File: src/rtl/axis_scope_pkg.sv
// Shared types and helpers for the axis scope trigger sequencer.
package axis_scope_pkg;

  // Sequencer states; the encoding is visible in sts_data[2:0].
  typedef enum logic [2:0] {
    ST_IDLE  = 3'd0,
    ST_START = 3'd1,
    ST_WAIT  = 3'd2,
    ST_ARMED = 3'd3,
    ST_TRIG  = 3'd4,
    ST_HOLD  = 3'd5
  } state_t;

  localparam logic [1:0] MODE_NORMAL = 2'd0;
  localparam logic [1:0] MODE_AUTO   = 2'd1;
  localparam logic [1:0] MODE_SINGLE = 2'd2;

  // Working width for threshold math; covers channels up to 32 bits plus a guard bit.
  localparam int unsigned THR_W = 33;

  // Level plus or minus hysteresis on operands already widened to THR_W, so no wrap.
  function automatic logic signed [THR_W-1:0] lvl_hys(input logic signed [THR_W-1:0] lvl,
                                                      input logic signed [THR_W-1:0] hys,
                                                      input logic                    add);
    return add ? (lvl + hys) : (lvl - hys);
  endfunction

endpackage

File: src/rtl/axis_scope_trigger_ctrl_if.sv
// Snooped sample stream (no tready: the capture core owns flow control).
interface axis_scope_trigger_ctrl_if #(
  parameter int unsigned DATA_W = 32
);
  logic [DATA_W-1:0] tdata;
  logic              tvalid;

  modport master (output tdata, output tvalid);
  modport slave  (input  tdata, input  tvalid);
endinterface

File: src/rtl/axis_scope_level_cmp.sv
// Level comparator with hysteresis on one of two signed channels.
// cross_c_o flags a valid sample at/over the level in the selected direction;
// armed_o is the registered hysteresis-armed bit. A trigger is cross && armed.
module axis_scope_level_cmp
  import axis_scope_pkg::*;
#(
  parameter int unsigned AXIS_TDATA_WIDTH = 32
) (
  input  logic                          clk_i,
  input  logic                          rst_i,
  input  logic                          en_i,
  input  logic                          clr_i,
  input  logic                          chn_i,
  input  logic                          pol_i,
  input  logic [AXIS_TDATA_WIDTH/2-1:0] lvl_i,
  input  logic [AXIS_TDATA_WIDTH/2-1:0] hys_i,
  input  logic [AXIS_TDATA_WIDTH-1:0]   tdata_i,
  input  logic                          tvalid_i,
  output logic                          cross_c_o,
  output logic                          armed_o
);

  localparam int unsigned HALF_W = AXIS_TDATA_WIDTH / 2;
  localparam int unsigned EXT_W  = HALF_W + 1;
  localparam int unsigned PAD_W  = THR_W - HALF_W;

  logic [HALF_W-1:0]       smp;
  logic signed [EXT_W-1:0] smp_x;
  logic signed [EXT_W-1:0] lvl_x;
  logic signed [EXT_W-1:0] lo_x;
  logic signed [EXT_W-1:0] hi_x;
  logic signed [THR_W-1:0] lvl_w;
  logic signed [THR_W-1:0] hys_w;
  logic                    armed_q;
  logic                    armed_d;

  // Channel select and sign extension to one guard bit.
  always_comb begin
    smp   = chn_i ? tdata_i[AXIS_TDATA_WIDTH-1:HALF_W] : tdata_i[HALF_W-1:0];
    smp_x = {smp[HALF_W-1], smp};
    lvl_x = {lvl_i[HALF_W-1], lvl_i};
    lvl_w = {{PAD_W{lvl_i[HALF_W-1]}}, lvl_i};
    hys_w = {{PAD_W{1'b0}}, hys_i};
    lo_x  = EXT_W'(lvl_hys(lvl_w, hys_w, 1'b0));
    hi_x  = EXT_W'(lvl_hys(lvl_w, hys_w, 1'b1));
  end

  // Arm on the far side of the hysteresis band; report level crossing.
  always_comb begin
    armed_d   = armed_q;
    cross_c_o = 1'b0;
    if (en_i && tvalid_i) begin
      if (!pol_i) begin
        if (smp_x < lo_x) armed_d = 1'b1;
        cross_c_o = (smp_x >= lvl_x);
      end else begin
        if (smp_x > hi_x) armed_d = 1'b1;
        cross_c_o = (smp_x <= lvl_x);
      end
    end
  end

  // Armed bit register, cleared at the start of every frame.
  always_ff @(posedge clk_i) begin
    if (rst_i || clr_i) armed_q <= 1'b0;
    else                armed_q <= armed_d;
  end

  assign armed_o = armed_q;

endmodule

File: src/rtl/axis_scope_trigger_ctrl.sv
// Trigger sequencer for the axis oscilloscope capture core.
// Optional build macro TRG_EXT_EN adds an external trigger input (trg_ext)
// selectable by src_flag in place of the level comparator.
module axis_scope_trigger_ctrl
  import axis_scope_pkg::*;
#(
  parameter int unsigned AXIS_TDATA_WIDTH = 32,
  parameter int unsigned CNTR_WIDTH       = 32,
  parameter int unsigned FCNT_WIDTH       = 16
) (
  input  logic                          aclk,
  input  logic                          areset,
  input  logic                          arm_flag,
  input  logic                          stop_flag,
  input  logic [1:0]                    mode_data,
  input  logic                          pol_flag,
  input  logic                          chn_flag,
  input  logic [AXIS_TDATA_WIDTH/2-1:0] lvl_data,
  input  logic [AXIS_TDATA_WIDTH/2-1:0] hys_data,
  input  logic [CNTR_WIDTH-1:0]         hld_data,
  input  logic [CNTR_WIDTH-1:0]         tmo_data,
`ifdef TRG_EXT_EN
  input  logic                          trg_ext,
  input  logic                          src_flag,
`endif
  input  logic                          scope_enbl,
  axis_scope_trigger_ctrl_if.slave      s_axis,
  output logic                          run_flag,
  output logic                          trg_flag,
  output logic [FCNT_WIDTH+3:0]         sts_data
);

  state_t                state_q, state_d;
  logic [CNTR_WIDTH-1:0] cnt_q, cnt_d;
  logic [FCNT_WIDTH-1:0] fcnt_q, fcnt_d;
  logic                  forced_q, forced_d;
  logic                  stop_q, stop_d;
  logic                  run_q, run_d;
  logic                  trg_q, trg_d;
  logic                  lvl_cross_c;
  logic                  lvl_armed;
  logic                  hit_c;
  logic                  single_c;
  logic                  auto_c;
  logic                  hold_done_c;

  axis_scope_level_cmp #(
    .AXIS_TDATA_WIDTH(AXIS_TDATA_WIDTH)
  ) u_cmp (
    .clk_i    (aclk),
    .rst_i    (areset),
    .en_i     (state_q == ST_ARMED),
    .clr_i    (state_q == ST_START),
    .chn_i    (chn_flag),
    .pol_i    (pol_flag),
    .lvl_i    (lvl_data),
    .hys_i    (hys_data),
    .tdata_i  (s_axis.tdata),
    .tvalid_i (s_axis.tvalid),
    .cross_c_o(lvl_cross_c),
    .armed_o  (lvl_armed)
  );

`ifdef TRG_EXT_EN
  logic [2:0] ext_q;

  // Two-flop synchroniser plus one history flop for edge detection.
  always_ff @(posedge aclk) begin
    if (areset) ext_q <= 3'b000;
    else        ext_q <= {ext_q[1:0], trg_ext};
  end

  assign hit_c = src_flag ? (ext_q[1] & ~ext_q[2]) : (lvl_armed & lvl_cross_c);
`else
  assign hit_c = lvl_armed & lvl_cross_c;
`endif

  // Mode decode; code 3 behaves as single.
  always_comb begin
    single_c = 1'b1;
    auto_c   = (mode_data == MODE_AUTO);
    case (mode_data)
      MODE_NORMAL, MODE_AUTO: single_c = 1'b0;
      default:                single_c = 1'b1;
    endcase
  end

  // Holdoff of zero still spends one cycle in HOLD.
  assign hold_done_c = (hld_data == '0) || (cnt_q >= (hld_data - CNTR_WIDTH'(1)));

  // Next-state and output decode; the hit is acted on in the same cycle so the
  // core sees trg_flag with the sample following the hit sample.
  always_comb begin
    state_d  = state_q;
    cnt_d    = cnt_q;
    fcnt_d   = fcnt_q;
    forced_d = forced_q;
    stop_d   = stop_q;
    if (state_q != ST_IDLE && stop_flag) stop_d = 1'b1;
    case (state_q)
      ST_IDLE: begin
        stop_d = 1'b0;
        if (arm_flag) state_d = ST_START;
      end
      ST_START: begin
        forced_d = 1'b0;
        state_d  = ST_WAIT;
      end
      ST_WAIT: begin
        cnt_d = '0;
        if (scope_enbl) state_d = ST_ARMED;
      end
      ST_ARMED: begin
        if (cnt_q != '1) cnt_d = cnt_q + CNTR_WIDTH'(1);
        if (hit_c) begin
          state_d = ST_TRIG;
        end else if ((auto_c && (cnt_q == tmo_data)) || stop_q) begin
          state_d  = ST_TRIG;
          forced_d = 1'b1;
        end
      end
      ST_TRIG: begin
        if (!scope_enbl) begin
          fcnt_d  = fcnt_q + FCNT_WIDTH'(1);
          cnt_d   = '0;
          state_d = (single_c || stop_q) ? ST_IDLE : ST_HOLD;
        end
      end
      ST_HOLD: begin
        if (stop_q) begin
          state_d = ST_IDLE;
        end else begin
          cnt_d = cnt_q + CNTR_WIDTH'(1);
          if (hold_done_c) state_d = ST_START;
        end
      end
      default: state_d = ST_IDLE;
    endcase
    run_d = (state_d == ST_START);
    trg_d = (state_d == ST_TRIG);
  end

  // State and output registers.
  always_ff @(posedge aclk) begin
    if (areset) begin
      state_q  <= ST_IDLE;
      cnt_q    <= '0;
      fcnt_q   <= '0;
      forced_q <= 1'b0;
      stop_q   <= 1'b0;
      run_q    <= 1'b0;
      trg_q    <= 1'b0;
    end else begin
      state_q  <= state_d;
      cnt_q    <= cnt_d;
      fcnt_q   <= fcnt_d;
      forced_q <= forced_d;
      stop_q   <= stop_d;
      run_q    <= run_d;
      trg_q    <= trg_d;
    end
  end

  assign run_flag = run_q;
  assign trg_flag = trg_q;
  assign sts_data = {fcnt_q, forced_q, state_q};

endmodule

File: src/flat_wrapper.sv
// flat-port wrapper written by rule: the top's interface ports become plain ports
module axis_scope_trigger_ctrl_flat import axis_scope_pkg::*;
#(
  parameter int unsigned AXIS_TDATA_WIDTH = 32,
  parameter int unsigned CNTR_WIDTH       = 32,
  parameter int unsigned FCNT_WIDTH       = 16
)
  (aclk, areset, arm_flag, stop_flag, mode_data, pol_flag, chn_flag, lvl_data, hys_data, hld_data, tmo_data, scope_enbl, run_flag, trg_flag, sts_data, s_axis_tdata, s_axis_tvalid);
  axis_scope_trigger_ctrl_if #(.DATA_W(32)) s_axis_i ();
  input  logic aclk;
  input  logic areset;
  input  logic arm_flag;
  input  logic stop_flag;
  input  logic [1:0] mode_data;
  input  logic pol_flag;
  input  logic chn_flag;
  input  logic [AXIS_TDATA_WIDTH/2-1:0] lvl_data;
  input  logic [AXIS_TDATA_WIDTH/2-1:0] hys_data;
  input  logic [CNTR_WIDTH-1:0] hld_data;
  input  logic [CNTR_WIDTH-1:0] tmo_data;
  input  logic scope_enbl;
  output logic run_flag;
  output logic trg_flag;
  output logic [FCNT_WIDTH+3:0] sts_data;
  input wire logic [$bits(s_axis_i.tdata)-1:0] s_axis_tdata;
  input wire logic [$bits(s_axis_i.tvalid)-1:0] s_axis_tvalid;
  assign s_axis_i.tdata = s_axis_tdata;
  assign s_axis_i.tvalid = s_axis_tvalid;
  axis_scope_trigger_ctrl #(.AXIS_TDATA_WIDTH(AXIS_TDATA_WIDTH), .CNTR_WIDTH(CNTR_WIDTH), .FCNT_WIDTH(FCNT_WIDTH)) u_core (.aclk(aclk), .areset(areset), .arm_flag(arm_flag), .stop_flag(stop_flag), .mode_data(mode_data), .pol_flag(pol_flag), .chn_flag(chn_flag), .lvl_data(lvl_data), .hys_data(hys_data), .hld_data(hld_data), .tmo_data(tmo_data), .scope_enbl(scope_enbl), .s_axis(s_axis_i), .run_flag(run_flag), .trg_flag(trg_flag), .sts_data(sts_data));
endmodule
File: config.mk
export PLATFORM = sky130hd
export DESIGN_NAME = axis_scope_trigger_ctrl_flat
export DESIGN_NICKNAME = d
export VERILOG_FILES = /design/src/rtl/axis_scope_pkg.sv /design/src/rtl/axis_scope_trigger_ctrl_if.sv /design/src/rtl/axis_scope_level_cmp.sv /design/src/rtl/axis_scope_trigger_ctrl.sv /design/src/flat_wrapper.sv
export SDC_FILE = /design/constraint.sdc
export NUM_CORES = 1
export LEC_CHECK = 0
export CAP_MARGIN = 20
export CORE_MARGIN = 3
export CORE_UTILIZATION = 50
export CTS_BUF_LIST = sky130_fd_sc_hd__clkbuf_2 sky130_fd_sc_hd__clkbuf_4 sky130_fd_sc_hd__clkbuf_8
export DETAILED_ROUTE_END_ITERATION = 8
export PLACE_DENSITY_LB_ADDON = 0.12
export SYNTH_ARGS = -nofsm -noshare
export SYNTH_HDL_FRONTEND = slang
export SYNTH_HIERARCHICAL = 1
export SYNTH_SLANG_ARGS = --single-unit
File: constraint.sdc
create_clock -name aclk -period 4.48 [get_ports aclk]
set_input_delay 0.896 -clock aclk [delete_from_list [all_inputs] [get_ports aclk]]
set_output_delay 0.896 -clock aclk [all_outputs]
set_load 0.01 [all_outputs]
==> results of run 1 <==
worst reg2reg max path, stage by stage, from the launching register on:
cell	delay, ps
dfxtp_1	540
nand4_1	180
or4_1	600
nor4_2	360
buf_4	300
nor4_1	100
xnor2_1	180
nor2_1	60
cells by family (layout without fill, tap and decap cells):
kind of cell | Yosys count | after routing
AND/OR/NAND/NOR | 343 | 343
multiplexers | 19 | 19
flip-flops | 56 | 56
adder cells (fa/ha/maj) | 118 | 118
XOR/XNOR | 130 | 130
AO/OA/AOI/OAI | 165 | 165
buffers and inverters | 92 | 320
placed cells by master, fill, tap and decap left out, drive strengths merged, types with 5 or more instances in the layout:
master / count
clkdlybuf4s50: 155
or2: 5
a21oi: 57
nand2b: 9
inv: 63
dfxtp: 56
nor2b: 10
o21ai: 31
nand2: 49
xor2: 49
nand3: 25
nor3: 36
clkbuf: 5
buf: 91
nor4: 30
nor2: 95
o21bai: 9
nor3b: 6
a21o: 15
o31ai: 5
ha: 116
or3: 11
nand4: 30
nor4b: 6
or4: 8
xnor2: 81
and3: 7
a211oi: 7
mux2: 15
sequential cells by signal (all words and copies together), names as in the netlist:
signal,flops
u_core/u_cmp/armed_o,1
u_core/stop_q,1
u_core/forced_q,1
u_core/fcnt_q,16
u_core/run_flag,1
u_core/cnt_q,32
u_core/trg_flag,1
u_core/state_q,3
area by class of cell:
class / count / area (sq um)
Clock buffer: 5 / 68.8
Clock inverter: 3 / 21.3
Multi-Input combinational cell: 775 / 5920
Fill cell: 1170 / 4220
Tap cell: 180 / 225
Sequential cell: 56 / 1120
Timing Repair Buffer: 250 / 2290
Inverter: 62 / 233
metrics by stage:
| stage | TNS [ps] | instances | util, % | hold WS (ps) |
|---|---|---|---|---|
| global route | -46.6 | 1331 | 70.1 | 551 |
| detailed placement | -944 | 1322 | 68.2 | 497 |
| global placement | -669 | 1322 | 68.2 | 488 |
| CTS | 0 | 1330 | 69.0 | 513 |
| floorplan | 0 | 923 | - | 498 |
| finish | 0 | 1331 | 70.1 | 514 |
timing repair:
action	4_1_cts	5_1_grt
hold buffers	0	0
pin swaps	6	14
buffers inserted	0	1
resized for setup	8	28
cloned	0	0
setup endpoints to repair	1	4
power groups by stage:
| stage | Sequential, uW | Clock, uW | Combinational (uW) |
|---|---|---|---|
| after CTS | 512 | 299 | 782 |
| after global routing | 514 | 316 | 892 |
| final | 512 | 289 | 802 |
| after global placement | 524 | 0 | 764 |
| after detailed placement | 524 | 0 | 771 |
| after floorplan | 518 | 0 | 456 |
worst min-delay path by stage:
stage	to	start	slack (ps)
6_report	u_core/fcnt_q[7]$_SDFFE_PP0P_	u_core/fcnt_q[7]$_SDFFE_PP0P_	510
2_1_floorplan	u_core/forced_q$_SDFFE_PP0P_	u_core/forced_q$_SDFFE_PP0P_	500
3_5_place_dp	u_core/fcnt_q[7]$_SDFFE_PP0P_	u_core/fcnt_q[7]$_SDFFE_PP0P_	500
5_1_grt	u_core/fcnt_q[7]$_SDFFE_PP0P_	u_core/fcnt_q[7]$_SDFFE_PP0P_	550
3_3_place_gp	u_core/fcnt_q[13]$_SDFFE_PP0P_	u_core/fcnt_q[13]$_SDFFE_PP0P_	490
4_1_cts	u_core/fcnt_q[7]$_SDFFE_PP0P_	u_core/fcnt_q[7]$_SDFFE_PP0P_	510
metal layers:
metal,up-vias,track usage [%]
met3,31,1.81
met1,3373,36.3
met4,0,6.25
met2,196,39.5
li1,3783,-
met5,-,0
==> metrics.md, run 1 <==
| Metric | Value |
|---|---|
| Hold Vio Cnt, Final | `0` |
| Post-Synth XOR/XNOR Area | `15.6%` |
| Die height | `127 microns` |
| Row cnt | `43` |
| DP Wirelength | `17400 microns` |
| # setup viols final | `0` |
| Critical Path Fanout Max | `3` |
| Setup CP Type | `input port to register` |
| Critical path's largest stage delay | `400 ps` |
| Sequential share of power | `32.0%` |
| Final worst-path cycle share | `96.8%` |
| Main area contributors after synthesis | `ha_1 20%, dfxtp_1 15%, xnor2_1 9.7%` |
| Initial DRC Count | `460` |
| Internal power | `1040 uW` |
| Yosys top cell by area | `ha_1` |
| Root buffer cell | `clkbuf_8` |
| Crit start category | `input port` |
| GPL Wtd Cong | `0.928` |
| Antenna violations before repair | `0` |
| FF-to-FF Start | `u_core/cnt_q[24]$_SDFFE_PP0P_` |
| Met3 routed WL | `973 microns` |
| Hold path depth | `2` |
| Final instance area | `9880 sq um` |
| Clock Skew | `16.7 ps` |
| PwrDens | `162 nW/um^2` |
| Crit path to | `u_core/u_cmp/armed_o$_SDFFE_PP0P_` |
| GRT Overall Usage | `24.8%` |
| CTS tree | `yes` |
| Post-synthesis mux area share | `2.86%` |
| Sequential-to-total area share from yosys stat | `15.3%` |
| Fmax | `231 MHz` |
| Area fraction of the dominant cell type after synthesis | `19.8%` |
| Vias per Instance | `5.55` |
| Vias | `7383` |
| Global-route wire length before repair | `33400 microns` |
| Clk sinks | `56` |
| Worst-Skew Late Latency | `320 ps` |
| Yosys warns | `6` |
| Post-Place Setup Slack | `-476 ps` |
| Routed Antenna Nets | `0` |
| Hold crit path type | `register to register` |
| Crit path max-delay family | `compound AO/OA/AOI/OAI gates` |
| Crit path launch | `lvl_data[0]` |
| Worst r2r path cells | `7` |
| # diodes | `0` |
| Nets@finish | `1406` |
| Leak pwr | `0.00406 uW` |
| Critical-path cell list | `dlygate4sd2_1 -> inv_1 -> ha_2 -> inv_1 -> fa_2 -> a211o_2 -> o211ai_1 -> a21oi_2 -> a221o_2 -> a221o_1 -> a21oi_2 -> xnor2_1 -> ha_1 -> nor4b_4 -> o21ai_1 -> or4_1 -> a311oi_1` |
| R2R setup slack | `2010 ps` |
| DR top layer | `met4` |
| CP max-delay cell | `or4_1` |
| DR WL met2 | `9250 microns` |
| Top cells by count, synth | `116 x ha_1, 95 x nor2_1, 81 x xnor2_1` |
| Port Buffers | `159` |
| Synth Area in Adders | `20.4%` |
| RSZ-0062 raised after global routing | `true` |
| Final min period | `4340 ps` |
| Worst path depth | `17` |
| R2r endpoint | `u_core/cnt_q[27]$_SDFFE_PP0P_` |
| Worst Slack Setup Final | `144 ps` |
| Max-cap viol count | `0` |
| I/O pin cnt | `160` |
| Switching Share | `35.4%` |
| Detailed Routing Iterations Pass 1 | `5` |
| Area grow syn2layout | `35.0%` |
| Congestion Overflow GR | `0` |
| Worst IR drop on VDD | `0.135 mV` |
| Pins Over Slew Limit | `0` |
| Crit path DAT | `4560 ps` |
| Die area | `16100 sq um` |
| #FFs+latches synth | `56` |
| Buf/Inv on CP | `3` |
| Clock buffer count from CTS | `5` |
| Post-synthesis simple-gate area fraction | `25.0%` |
| Largest net degree at the start of global routing | `26` |
| Comb pwr share | `50.0%` |
| WP data required | `4700 ps` |
| Met1 WL | `10100 microns` |
| Buffer depth of the longest clock path | `2` |
| Clock power share | `18.0%` |
| Die width | `127 microns` |
| Yosys cell types | `83` |
| Vias in the first global route | `6941` |
| Initial core utilization | `51.9%` |
| Drt drc | `0` |
| Headroom to the max-slew limit | `33.2%` |
| Sw Pwr | `568 uW` |
| Syn_nets | `1179` |
| Post-synth top flop | `dfxtp_1` |
| Detailed-route wire length | `20700 microns` |
| Most frequent cell after synthesis | `ha_1` |
| Compound-Gate Fraction of Synth Area | `14.8%` |
| Avg WL per Cell | `15.6 microns` |
| Largest family of logic cells by synthesized area | `simple AND/OR/NAND/NOR gates` |
| Number of enable flip-flop cells after synthesis | `0` |
| CP endpoint kind | `register` |
| Share of layout cells above drive strength 1 | `14.3%` |
| Slew @ Worst Pin | `1000 ps` |
| Pwr Total | `1600 uW` |
| Core Region | `14100 sq um` |
| CTS clk-pin slew, worst paths | `100 ps` |
| Status | `complete, no violations` |
| Synth Instances | `923` |
| Syn Area/Cell | `7.93 sq um` |
| Async SR Flop Fraction | `0%` |
| H-tree levels | `2` |
| Cell Area, Placed | `9620 sq um` |
| Cell Area, Synth | `7320 sq um` |
(Power assumes the default switching activity.)
==> inputs of run 2 (changes only) <==
--- a/config.mk
+++ b/config.mk
@@ -9,6 +9,7 @@
 export CORE_MARGIN = 3
 export CORE_UTILIZATION = 50
 export CTS_BUF_LIST = sky130_fd_sc_hd__clkbuf_2 sky130_fd_sc_hd__clkbuf_4 sky130_fd_sc_hd__clkbuf_8
+export CTS_CLUSTER_DIAMETER = 200
 export DETAILED_ROUTE_END_ITERATION = 8
 export PLACE_DENSITY_LB_ADDON = 0.12
 export SYNTH_ARGS = -nofsm -noshare
==> results of run 2 <==
The final DEF is identical to that of run 1; final timing and power are the same.
==> inputs of run 3 (changes only) <==
==> constraint.sdc (replaced) <==
create_clock -name aclk -period 5.2 [get_ports aclk]
set_input_delay 1.04 -clock aclk [delete_from_list [all_inputs] [get_ports aclk]]
set_output_delay 1.04 -clock aclk [all_outputs]
set_load 0.01 [all_outputs]
==> run 3 against run 2 <==
Critical path depth unchanged. Final cell count down 6.1%. Register-to-register slack better by 70 ps. Total power down 18%. Core utilization down 5.5 points. Clock power down 12%. First-iteration DRC count down 0.22%. Final area down 7.9%. Via count down 3.9%. Non-clock buffer count down 81. Critical path type unchanged. Highest routed layer unchanged.
==> metrics.md, run 3 (synthesis results as in run 1) <==
| Metric | Value |
|---|---|
| WP data required | `5430 ps` |
| # setup viols final | `0` |
| Max FFs per register | `32` |
| GPL Wtd Cong | `0.976` |
| Crit start category | `input port` |
| Row cnt | `43` |
| Crit path DAT | `5130 ps` |
| Endpoint, Worst Hold | `u_core/fcnt_q[13]$_SDFFE_PP0P_` |
| Final worst-path cycle share | `94.2%` |
| R2r endpoint | `u_core/cnt_q[31]$_SDFFE_PP0P_` |
| Clk sinks | `56` |
| Max-cap viol count | `0` |
| Hold crit path type | `register to register` |
| Leading cell type in the layout, fill and taps excluded | `clkdlybuf4s50_1` |
| Global-route wire length before repair | `31900 microns` |
| Cell Area, Placed | `9000 sq um` |
| Setup CP Type | `input port to register` |
| Critical Path Fanout Max | `3` |
| Initial core utilization | `51.9%` |
| Layout Cells excl Fill | `1250` |
| Die height | `127 microns` |
| Worst r2r path cells | `7` |
| Fmax | `204 MHz` |
| Die area | `16100 sq um` |
| R2R setup slack | `2080 ps` |
| Final instance area | `9100 sq um` |
| Drt drc | `0` |
| Vias in the first global route | `6662` |
| Clock buffer count from CTS | `5` |
| Pwr Total | `1310 uW` |
| Worst-Skew Late Latency | `330 ps` |
| Cells after DPL | `1242` |
| FF-to-FF Start | `u_core/cnt_q[24]$_SDFFE_PP0P_` |
| Port Buffers | `159` |
| PwrDens | `144 nW/um^2` |
| Routed Antenna Nets | `0` |
| Internal power | `837 uW` |
| Sequential share of power | `33.7%` |
| Switching Share | `36.0%` |
| Antenna violations before repair | `0` |
| Worst IR drop on VDD | `0.115 mV` |
| DP Wirelength | `16600 microns` |
| # diodes | `0` |
| Slew @ Worst Pin | `1070 ps` |
| Hold Vio Cnt, Final | `0` |
| CTS tree | `yes` |
| Detailed-route wire length | `19800 microns` |
| Status | `complete, no violations` |
| I/O pin cnt | `160` |
| Post-CTS sizing | `0` |
| Die width | `127 microns` |
| H-tree levels | `2` |
| Largest registers | `u_core/cnt_q x32, u_core/fcnt_q x16, u_core/state_q x3` |
| Root buffer cell | `clkbuf_8` |
| Biggest register | `u_core/cnt_q` |
| Area grow syn2layout | `24.4%` |
| Headroom to the max-slew limit | `28.2%` |
| Buffer depth of the longest clock path | `2` |
| Hold path depth | `2` |
| Pins Over Slew Limit | `0` |
| Clock Skew | `16.4 ps` |
| Share of layout cells above drive strength 1 | `5.61%` |
| Most frequent cells in the layout | `159 x clkdlybuf4s50_1, 116 x ha_1, 95 x nor2_1` |
| Detailed Routing Iterations Pass 1 | `5` |
| Clock power share | `19.3%` |
| Congestion Overflow GR | `0` |
| Vias per Instance | `5.67` |
| Sw Pwr | `471 uW` |
| Worst hold start | `u_core/fcnt_q[13]$_SDFFE_PP0P_` |
| Post-CTS Hold Fix Bufs | `0` |
| Setup bufs post-CTS | `0` |
| Leak pwr | `0.00363 uW` |
| Comb pwr share | `46.9%` |
| Avg WL per Cell | `15.8 microns` |
| CP endpoint kind | `register` |
| Final min period | `4900 ps` |
| GRT Overall Usage | `23.9%` |
| Nets@finish | `1325` |
| Largest net degree at the start of global routing | `35` |
| CTS clk-pin slew, worst paths | `120 ps` |
| Core Region | `14100 sq um` |
| Vias | `7093` |
| RSZ-0062 raised after global routing | `false` |
| Initial DRC Count | `459` |
[run 3: changes by cell type in the layout (fill, tap and decap cells not counted), moves of 3 or more]
cell             before  now
buf_4                90   10
ha_1                113  116
clkdlybuf4s50_1     155  159
nor3_2                5    1
nor3_1               31   35
[run 3: per-layer routing]
layer | part of all wire (%) | wire length [microns] | vias to the layer above | GRT usage (%)
li1 | - | - | 3610 | -
met1 | 49 | 9600 | 3251 | 34.7
met2 | 44 | 8630 | 206 | 37.3
met3 | 6.3 | 1250 | 26 | 3.24
met4 | 1.5 | 301 | 0 | 5.93
met5 | 0 | 0 | - | 0
[run 3: layout make-up]
cell class | count | area [sq um]
Tap cell | 180 | 225
Multi-Input combinational cell | 775 | 5760
Timing Repair Buffer | 169 | 1670
Sequential cell | 56 | 1120
Clock buffer | 5 | 68.8
Fill cell | 1314 | 5000
Clock inverter | 3 | 21.3
Inverter | 62 | 233
[run 3: worst max path at each step]
stage	startpoint	to	slack, ps
after global placement	lvl_data[0]	u_core/u_cmp/armed_o$_SDFFE_PP0P_	110
after floorplan	lvl_data[0]	u_core/u_cmp/armed_o$_SDFFE_PP0P_	840
final	lvl_data[0]	u_core/u_cmp/armed_o$_SDFFE_PP0P_	300
after CTS	lvl_data[0]	u_core/u_cmp/armed_o$_SDFFE_PP0P_	340
after global routing	lvl_data[0]	u_core/u_cmp/armed_o$_SDFFE_PP0P_	10
after detailed placement	lvl_data[0]	u_core/u_cmp/armed_o$_SDFFE_PP0P_	-9
[run 3: metrics by stage]
| stage | utilization (%) | TNS, ps | hold slack, ps | worst slack, ps |
|---|---|---|---|---|
| 4_1_cts | 64.5 | 0 | 519 | 337 |
| 2_1_floorplan | - | 0 | 498 | 842 |
| 3_5_place_dp | 63.9 | -8.60 | 503 | -8.60 |
| 3_3_place_gp | 63.9 | 0 | 490 | 108 |
| 6_report | 64.5 | 0 | 515 | 303 |
| 5_1_grt | 64.5 | 0 | 545 | 11.0 |
[run 3: power by group through the flow]
stage	clock network, uW	logic [uW]	registers (uW)
after global routing	276	684	442
final	253	614	441
after CTS	258	611	441
after global placement	0	603	451
after floorplan	0	393	446
after detailed placement	0	606	451
[run 3: worst max-delay path: stages]
cell and delay, ps:
clkdlybuf4s50_1 460, inv_1 80, ha_1 180, inv_1 60
fa_1 420, a211o_2 310, o211ai_1 170, a21oi_1 150
a221o_2 400, a221o_1 320, a21oi_2 150, xnor2_1 80
ha_1 320, nor4b_2 220, o21ai_0 120, or4_1 400
a311oi_1 250
